**src/rtl/pu_riscv_ram_1r1w_fifo_ctrl_if.sv**
```systemverilog
// Push/pop stream plus the 1R1W RAM port of the FIFO controller.
// slave = controller view, master = producer/consumer/RAM view.
interface pu_riscv_ram_1r1w_fifo_ctrl_if #(
  parameter int ABITS = 16,
  parameter int DBITS = 32
);
  localparam int BBITS = (DBITS + 7) / 8;

  logic             wr_valid_i;
  logic [DBITS-1:0] wr_data_i;
  logic             wr_ready_o;
  logic             rd_valid_o;
  logic [DBITS-1:0] rd_data_o;
  logic             rd_ready_i;
  logic [ABITS-1:0] ram_waddr_o;
  logic [DBITS-1:0] ram_din_o;
  logic             ram_we_o;
  logic [BBITS-1:0] ram_be_o;
  logic [ABITS-1:0] ram_raddr_o;
  logic             ram_re_o;
  logic [DBITS-1:0] ram_dout_i;

  modport slave (
    input  wr_valid_i, wr_data_i, rd_ready_i, ram_dout_i,
    output wr_ready_o, rd_valid_o, rd_data_o,
    output ram_waddr_o, ram_din_o, ram_we_o, ram_be_o, ram_raddr_o, ram_re_o
  );

  modport master (
    output wr_valid_i, wr_data_i, rd_ready_i, ram_dout_i,
    input  wr_ready_o, rd_valid_o, rd_data_o,
    input  ram_waddr_o, ram_din_o, ram_we_o, ram_be_o, ram_raddr_o, ram_re_o
  );
endinterface

```
**src/rtl/pu_riscv_ram_1r1w_fifo_ctrl.sv**
```systemverilog
// FIFO controller on a 1R1W RAM with 1-cycle read latency; a 2-entry
// prefetch buffer in front of the read port sustains one pop per cycle.
module pu_riscv_ram_1r1w_fifo_ctrl #(
  parameter int ABITS = 16,
  parameter int DBITS = 32
) (
  input  logic                                clk_i,
  input  logic                                rst_i,
  pu_riscv_ram_1r1w_fifo_ctrl_if.slave        bus,
  output logic [ABITS:0]                      count_o,
  output logic                                empty_o,
  output logic                                full_o
);
  localparam int BBITS = (DBITS + 7) / 8;
  localparam logic [ABITS:0] RAM_DEPTH = {1'b1, {ABITS{1'b0}}};
  localparam logic [ABITS:0] CNT_ONE   = {{ABITS{1'b0}}, 1'b1};
  localparam logic [ABITS-1:0] PTR_ONE = {{(ABITS-1){1'b0}}, 1'b1};

  typedef enum logic {
    RD_IDLE,
    RD_PEND
  } rd_state_e;

  rd_state_e        rd_state_q, rd_state_d;
  logic [ABITS-1:0] wptr_q, wptr_d;
  logic [ABITS-1:0] rptr_q, rptr_d;
  logic [ABITS:0]   ram_cnt_q, ram_cnt_d;
  logic [1:0]       obuf_cnt_q, obuf_cnt_d;
  logic [DBITS-1:0] obuf_q [2];
  logic [DBITS-1:0] obuf_d [2];
  logic [ABITS:0]   count_q, count_d;

  logic       wr_ready;
  logic       push;
  logic       rd_valid;
  logic       pop;
  logic       re;
  logic       capture;
  logic [2:0] occ;

  // Handshakes; everything is held off while reset is asserted.
  assign wr_ready = ~rst_i & (ram_cnt_q != RAM_DEPTH);
  assign push     = bus.wr_valid_i & wr_ready;
  assign rd_valid = ~rst_i & (obuf_cnt_q != 2'd0);
  assign pop      = rd_valid & bus.rd_ready_i;
  assign capture  = (rd_state_q == RD_PEND);

  // Slots already claimed in the output buffer, counting the read in flight.
  assign occ = {1'b0, obuf_cnt_q} + {2'b00, capture};
  assign re  = ~rst_i & (ram_cnt_q != '0) & (occ < (3'd2 + {2'b00, pop}));

  always_comb begin
    rd_state_d = rd_state_q;
    case (rd_state_q)
      RD_IDLE: if (re) rd_state_d = RD_PEND;
      RD_PEND: rd_state_d = re ? RD_PEND : RD_IDLE;
      default: rd_state_d = RD_IDLE;
    endcase
  end

  always_comb begin
    wptr_d    = push ? wptr_q + PTR_ONE : wptr_q;
    rptr_d    = re   ? rptr_q + PTR_ONE : rptr_q;
    ram_cnt_d = ram_cnt_q;
    case ({push, re})
      2'b10:   ram_cnt_d = ram_cnt_q + CNT_ONE;
      2'b01:   ram_cnt_d = ram_cnt_q - CNT_ONE;
      default: ram_cnt_d = ram_cnt_q;
    endcase
  end

  // Output buffer: slot 0 is always the head, so a pop shifts slot 1 down
  // and a capture lands in the first slot left free after that shift.
  always_comb begin
    obuf_d[0]  = obuf_q[0];
    obuf_d[1]  = obuf_q[1];
    obuf_cnt_d = obuf_cnt_q;
    if (pop) begin
      obuf_d[0] = obuf_q[1];
    end
    if (capture) begin
      if ((obuf_cnt_q == 2'd0) || ((obuf_cnt_q == 2'd1) && pop)) begin
        obuf_d[0] = bus.ram_dout_i;
      end else begin
        obuf_d[1] = bus.ram_dout_i;
      end
    end
    case ({pop, capture})
      2'b10:   obuf_cnt_d = obuf_cnt_q - 2'd1;
      2'b01:   obuf_cnt_d = obuf_cnt_q + 2'd1;
      default: obuf_cnt_d = obuf_cnt_q;
    endcase
  end

  always_comb begin
    count_d = ram_cnt_d
            + {{ABITS{1'b0}}, (rd_state_d == RD_PEND)}
            + {{(ABITS-1){1'b0}}, obuf_cnt_d};
  end

  always_ff @(posedge clk_i) begin
    if (rst_i) begin
      rd_state_q <= RD_IDLE;
      wptr_q     <= '0;
      rptr_q     <= '0;
      ram_cnt_q  <= '0;
      obuf_cnt_q <= '0;
      count_q    <= '0;
      for (int i = 0; i < 2; i++) begin
        obuf_q[i] <= '0;
      end
    end else begin
      rd_state_q <= rd_state_d;
      wptr_q     <= wptr_d;
      rptr_q     <= rptr_d;
      ram_cnt_q  <= ram_cnt_d;
      obuf_cnt_q <= obuf_cnt_d;
      count_q    <= count_d;
      for (int i = 0; i < 2; i++) begin
        obuf_q[i] <= obuf_d[i];
      end
    end
  end

  assign bus.wr_ready_o  = wr_ready;
  assign bus.rd_valid_o  = rd_valid;
  assign bus.rd_data_o   = rst_i ? '0 : obuf_q[0];
  assign bus.ram_waddr_o = wptr_q;
  assign bus.ram_din_o   = bus.wr_data_i;
  assign bus.ram_we_o    = push;
  assign bus.ram_be_o    = {BBITS{1'b1}};
  assign bus.ram_raddr_o = rptr_q;
  assign bus.ram_re_o    = re;

  assign count_o = rst_i ? '0 : count_q;
  assign empty_o = (count_o == '0);
  assign full_o  = ~wr_ready;
endmodule

```
**src/flat_wrapper.sv**
```systemverilog
// flat-port wrapper written by rule: the top's interface ports become plain ports
module pu_riscv_ram_1r1w_fifo_ctrl_flat 
#(
  parameter int ABITS = 16,
  parameter int DBITS = 32
)
  (clk_i, rst_i, count_o, empty_o, full_o, bus_wr_valid_i, bus_wr_data_i, bus_rd_ready_i, bus_ram_dout_i, bus_wr_ready_o, bus_rd_valid_o, bus_rd_data_o, bus_ram_waddr_o, bus_ram_din_o, bus_ram_we_o, bus_ram_be_o, bus_ram_raddr_o, bus_ram_re_o);
  pu_riscv_ram_1r1w_fifo_ctrl_if #(.ABITS(ABITS), .DBITS(DBITS)) bus_i ();
  input  logic clk_i;
  input  logic rst_i;
  output logic [ABITS:0] count_o;
  output logic empty_o;
  output logic full_o;
  input wire logic [$bits(bus_i.wr_valid_i)-1:0] bus_wr_valid_i;
  input wire logic [$bits(bus_i.wr_data_i)-1:0] bus_wr_data_i;
  input wire logic [$bits(bus_i.rd_ready_i)-1:0] bus_rd_ready_i;
  input wire logic [$bits(bus_i.ram_dout_i)-1:0] bus_ram_dout_i;
  output wire logic [$bits(bus_i.wr_ready_o)-1:0] bus_wr_ready_o;
  output wire logic [$bits(bus_i.rd_valid_o)-1:0] bus_rd_valid_o;
  output wire logic [$bits(bus_i.rd_data_o)-1:0] bus_rd_data_o;
  output wire logic [$bits(bus_i.ram_waddr_o)-1:0] bus_ram_waddr_o;
  output wire logic [$bits(bus_i.ram_din_o)-1:0] bus_ram_din_o;
  output wire logic [$bits(bus_i.ram_we_o)-1:0] bus_ram_we_o;
  output wire logic [$bits(bus_i.ram_be_o)-1:0] bus_ram_be_o;
  output wire logic [$bits(bus_i.ram_raddr_o)-1:0] bus_ram_raddr_o;
  output wire logic [$bits(bus_i.ram_re_o)-1:0] bus_ram_re_o;
  assign bus_i.wr_valid_i = bus_wr_valid_i;
  assign bus_i.wr_data_i = bus_wr_data_i;
  assign bus_i.rd_ready_i = bus_rd_ready_i;
  assign bus_i.ram_dout_i = bus_ram_dout_i;
  assign bus_wr_ready_o = bus_i.wr_ready_o;
  assign bus_rd_valid_o = bus_i.rd_valid_o;
  assign bus_rd_data_o = bus_i.rd_data_o;
  assign bus_ram_waddr_o = bus_i.ram_waddr_o;
  assign bus_ram_din_o = bus_i.ram_din_o;
  assign bus_ram_we_o = bus_i.ram_we_o;
  assign bus_ram_be_o = bus_i.ram_be_o;
  assign bus_ram_raddr_o = bus_i.ram_raddr_o;
  assign bus_ram_re_o = bus_i.ram_re_o;
  pu_riscv_ram_1r1w_fifo_ctrl #(.ABITS(ABITS), .DBITS(DBITS)) u_core (.clk_i(clk_i), .rst_i(rst_i), .bus(bus_i), .count_o(count_o), .empty_o(empty_o), .full_o(full_o));
endmodule
```
**config.mk**
```make
export PLATFORM = sky130hd
export DESIGN_NAME = pu_riscv_ram_1r1w_fifo_ctrl_flat
export DESIGN_NICKNAME = d
export VERILOG_FILES = /design/src/rtl/pu_riscv_ram_1r1w_fifo_ctrl_if.sv /design/src/rtl/pu_riscv_ram_1r1w_fifo_ctrl.sv /design/src/flat_wrapper.sv
export SDC_FILE = /design/constraint.sdc
export NUM_CORES = 1
export LEC_CHECK = 0
export ABC_AREA = 1
export CAP_MARGIN = 20
export CORE_ASPECT_RATIO = 0.9
export CORE_MARGIN = 2
export CORE_UTILIZATION = 52
export CTS_BUF_LIST = sky130_fd_sc_hd__clkbuf_2
export DETAILED_ROUTE_END_ITERATION = 7
export GPL_ROUTABILITY_DRIVEN = 0
export PLACE_DENSITY = 0.88
export SYNTH_ARGS = -nofsm -noshare
export SYNTH_HDL_FRONTEND = slang
export SYNTH_SLANG_ARGS = --single-unit
```
**constraint.sdc**
```tcl
create_clock -name clk_i -period 5.3 [get_ports clk_i]
set_input_delay 0.795 -clock clk_i [delete_from_list [all_inputs] [get_ports clk_i]]
set_output_delay 0.795 -clock clk_i [all_outputs]
set_load 0.02 [all_outputs]
```
==> flow_metrics.tcl <==
set metrics [dict create \
    p_per_area_nw_per_um2 516.2 \
    slew_headroom_pct 36.40 \
    wl_per_cell_um 13.43 \
    grt_use_met3_pct 4.774 \
    diodes 0 \
    drc 0 \
    port-buffer-count 122 \
    finalCritPeriodShare_pct 76.95 \
    worst_skew_pair.late_latency_ps 710 \
    finalCriticalPeriod_ps 4078 \
    multi_input_comb_area_um2 4019 \
    die_y_um 119.5 \
    cts_resized 0 \
    antenna_found_initial 0 \
    grt_max_degree 84 \
    chipWidth_um 132.3 \
    yosys_warnings 0 \
    synth_cell_types 40 \
    clkSlewWorstSetupHoldPaths_ps 200 \
    grt_pass1_vias 6860 \
    cts_hold_buf 0 \
    fin_worst_skew_ps 23.62 \
    drtIter0Drc 680 \
    grt_use_total_pct 23.88 \
    layout_commonest_cell "nand2_1" \
    fin_cells 1450 \
    syn_to_final_growth_pct 18.40 \
    htreeDepth 4 \
    regArea_um2 2663 \
    worst_pin_slew_ps 954.0 \
    worst_ir_drop_vdd_uv 252.9 \
    dpl.hpwl_um 13700 \
    core-area_um2 14610 \
    ys_ff_latch 133 \
    postLayoutCoreUtil_pct 62.45 \
    root_buffer "clkbuf_2" \
    std_cell_rows 42 \
    fill_cells 1325 \
    hold_viol 0 \
    fmax_mhz 245.2 \
    cts_tree "done" \
    tns_ps 0 \
    final_max_slew_viol_count 0 \
    syn_area_um2 7706 \
    drive_gt1_share_pct 7.029 \
    cts_buffer_depth 2 \
    ys_seq_area_share_pct 34.55 \
    max-cap-violations 0 \
    wirelength_um 19480 \
    status "finished clean" \
    fin_nets 1335 \
    mostFrequentLayoutCells "nand2_1, inv_1, dfxtp_1" \
    met1_usage_pct 31.83 \
    overflow 0 \
    setup_viol 0 \
    numCtsBuffers 17 \
    ant_nets 0 \
    leakagePower_uw 0.003681 \
    cts_sinks 133 \
    critPathKind "reg -> reg" \
    crit_path_max_fanout 16 \
    rsz0062_at_grt "false" \
    avgSynthCellArea_um2 6.598 \
    worstPathRequired_ps 5940 \
    firstDrtPassIters 5 \
    die_area_um2 15810 \
    crit_arrival_ps 4720 \
    pin_count 191 \
    dp.cells 1417 \
    hold_path.class "in -> reg" \
    synth_cells 1168 \
    crit_path_start_kind "flop" \
    vias_per_cell 5.315 \
    initial_core_util_pct 52.75 \
    grtUsageMet2_pct 37.50 \
    endpoint_kind "flop" \
    vias 7707 \
    cts_setup_buffers 0 \
    busiest_layer "met2" \
    grt_pass1_wl_um 31370 \
]
[synth_stat cells, drive strengths merged]
master	count	area [um^2]
a21oi	85	429.2
a311oi	4	35.03
a31oi	28	175.2
and2	5	33.78
and3	2	12.51
buf	49	334.1
clkbuf	36	135.1
clkinv	2	7.510
conb	1	3.750
dfxtp	133	2663
fa	3	60.06
ha	25	312.8
inv	149	559.3
nand2	303	1170
nand3	90	483.0
nand3b	2	15.01
nand4	13	81.33
nor2	130	538.0
nor3	11	66.32
nor3b	1	7.510
nor4	13	81.33
o211ai	2	15.01
o21ai	54	270.3
o31ai	1	7.510
or2	7	43.80
xnor2	9	78.83
xor2	10	87.58
[state kept, by name, summed over array words and instances, names as in the netlist]
signal                  count
u_core.count_q             17
u_core.ram_cnt_q           17
u_core.bus.ram_waddr_o     16
u_core.obuf_cnt_q           2
u_core.bus.ram_raddr_o     16
u_core.obuf_q              64
u_core.capture              1
[path summary, 6_finish.rpt]
kind	from	end	slack [ps]	depth (start not counted)
max	u_core.obuf_cnt_q[0]	u_core.count_q[10]	1220	21
min	rst_i	u_core.obuf_q[0][49]	390	2
max reg2reg	u_core.obuf_cnt_q[0]	u_core.count_q[10]	1220	21
min reg2reg	u_core.obuf_q[0][45]	u_core.obuf_q[0][45]	470	2
[power breakdown]
group          internal, uW  switching (uW)  leakage, uW
clock network           357             383     0.000171
logic                   885            1610      0.00242
registers              1290             183      0.00109
[area by class of cell]
class,instances,share of cell area [%]
timing repair buffer,134,14.56
inverter,151,6.212
sequential,133,29.18
clock inverter,14,2.290
multi-input combinational,802,44.05
clock buffer,18,0.9874
tap,198,2.715
[through the flow]
step | power, uW | cell area [um^2] | setup WS, ps | hold WS [ps]
after global placement | 3846 | 8797 | 903.5 | 447.7
after global routing | 5057 | 9124 | 795.5 | 372.4
after CTS | 4669 | 9096 | 1240 | 360.9
final | 4710 | 9124 | 1222 | 393.8
after floorplan | 3271 | 7717 | 879.5 | 441.0
after detailed placement | 3926 | 8797 | 823.0 | 452.0
[cell families (layout without fill, tap and decap cells)]
family / after synthesis / in the layout / synth area share, %
AOI/OAI and AO/OA: 174 / 174 / 12.10
and+or+nand+nor: 577 / 577 / 32.86
adders and majority gates: 28 / 28 / 4.838
xor gates and xnor gates: 19 / 19 / 2.159
other: 1 / 4 / 0.04866
buffers and inverters: 236 / 317 / 13.44
DFF: 133 / 133 / 34.55
[worst max-delay path: stages (launching register included)]
cell and delay [ps]:
dfxtp_1 450, inv_1 90, ha_1 250, nor2_2 130, nand2_2 70, o21ai_1 100, nor3b_1 190, nand2_1 110
inv_2 270, ha_1 470, or2_2 370, nand2_1 80, fa_1 210, fa_1 170, inv_1 60, a21oi_1 140
nand3_2 120, nor3_4 210, nand2_2 120, nor2_4 160, nand2_1 60, a21oi_1 160
[routing by layer]
| layer | share of wire (%) | up-vias | routed length [um] |
|---|---|---|---|
| li1 | - | 3844 | - |
| met1 | 46 | 3520 | 9034 |
| met2 | 44 | 287 | 8644 |
| met3 | 6.5 | 56 | 1264 |
| met4 | 2.7 | 0 | 532 |
| met5 | 0 | - | 0 |
(Power assumes the default switching activity.)
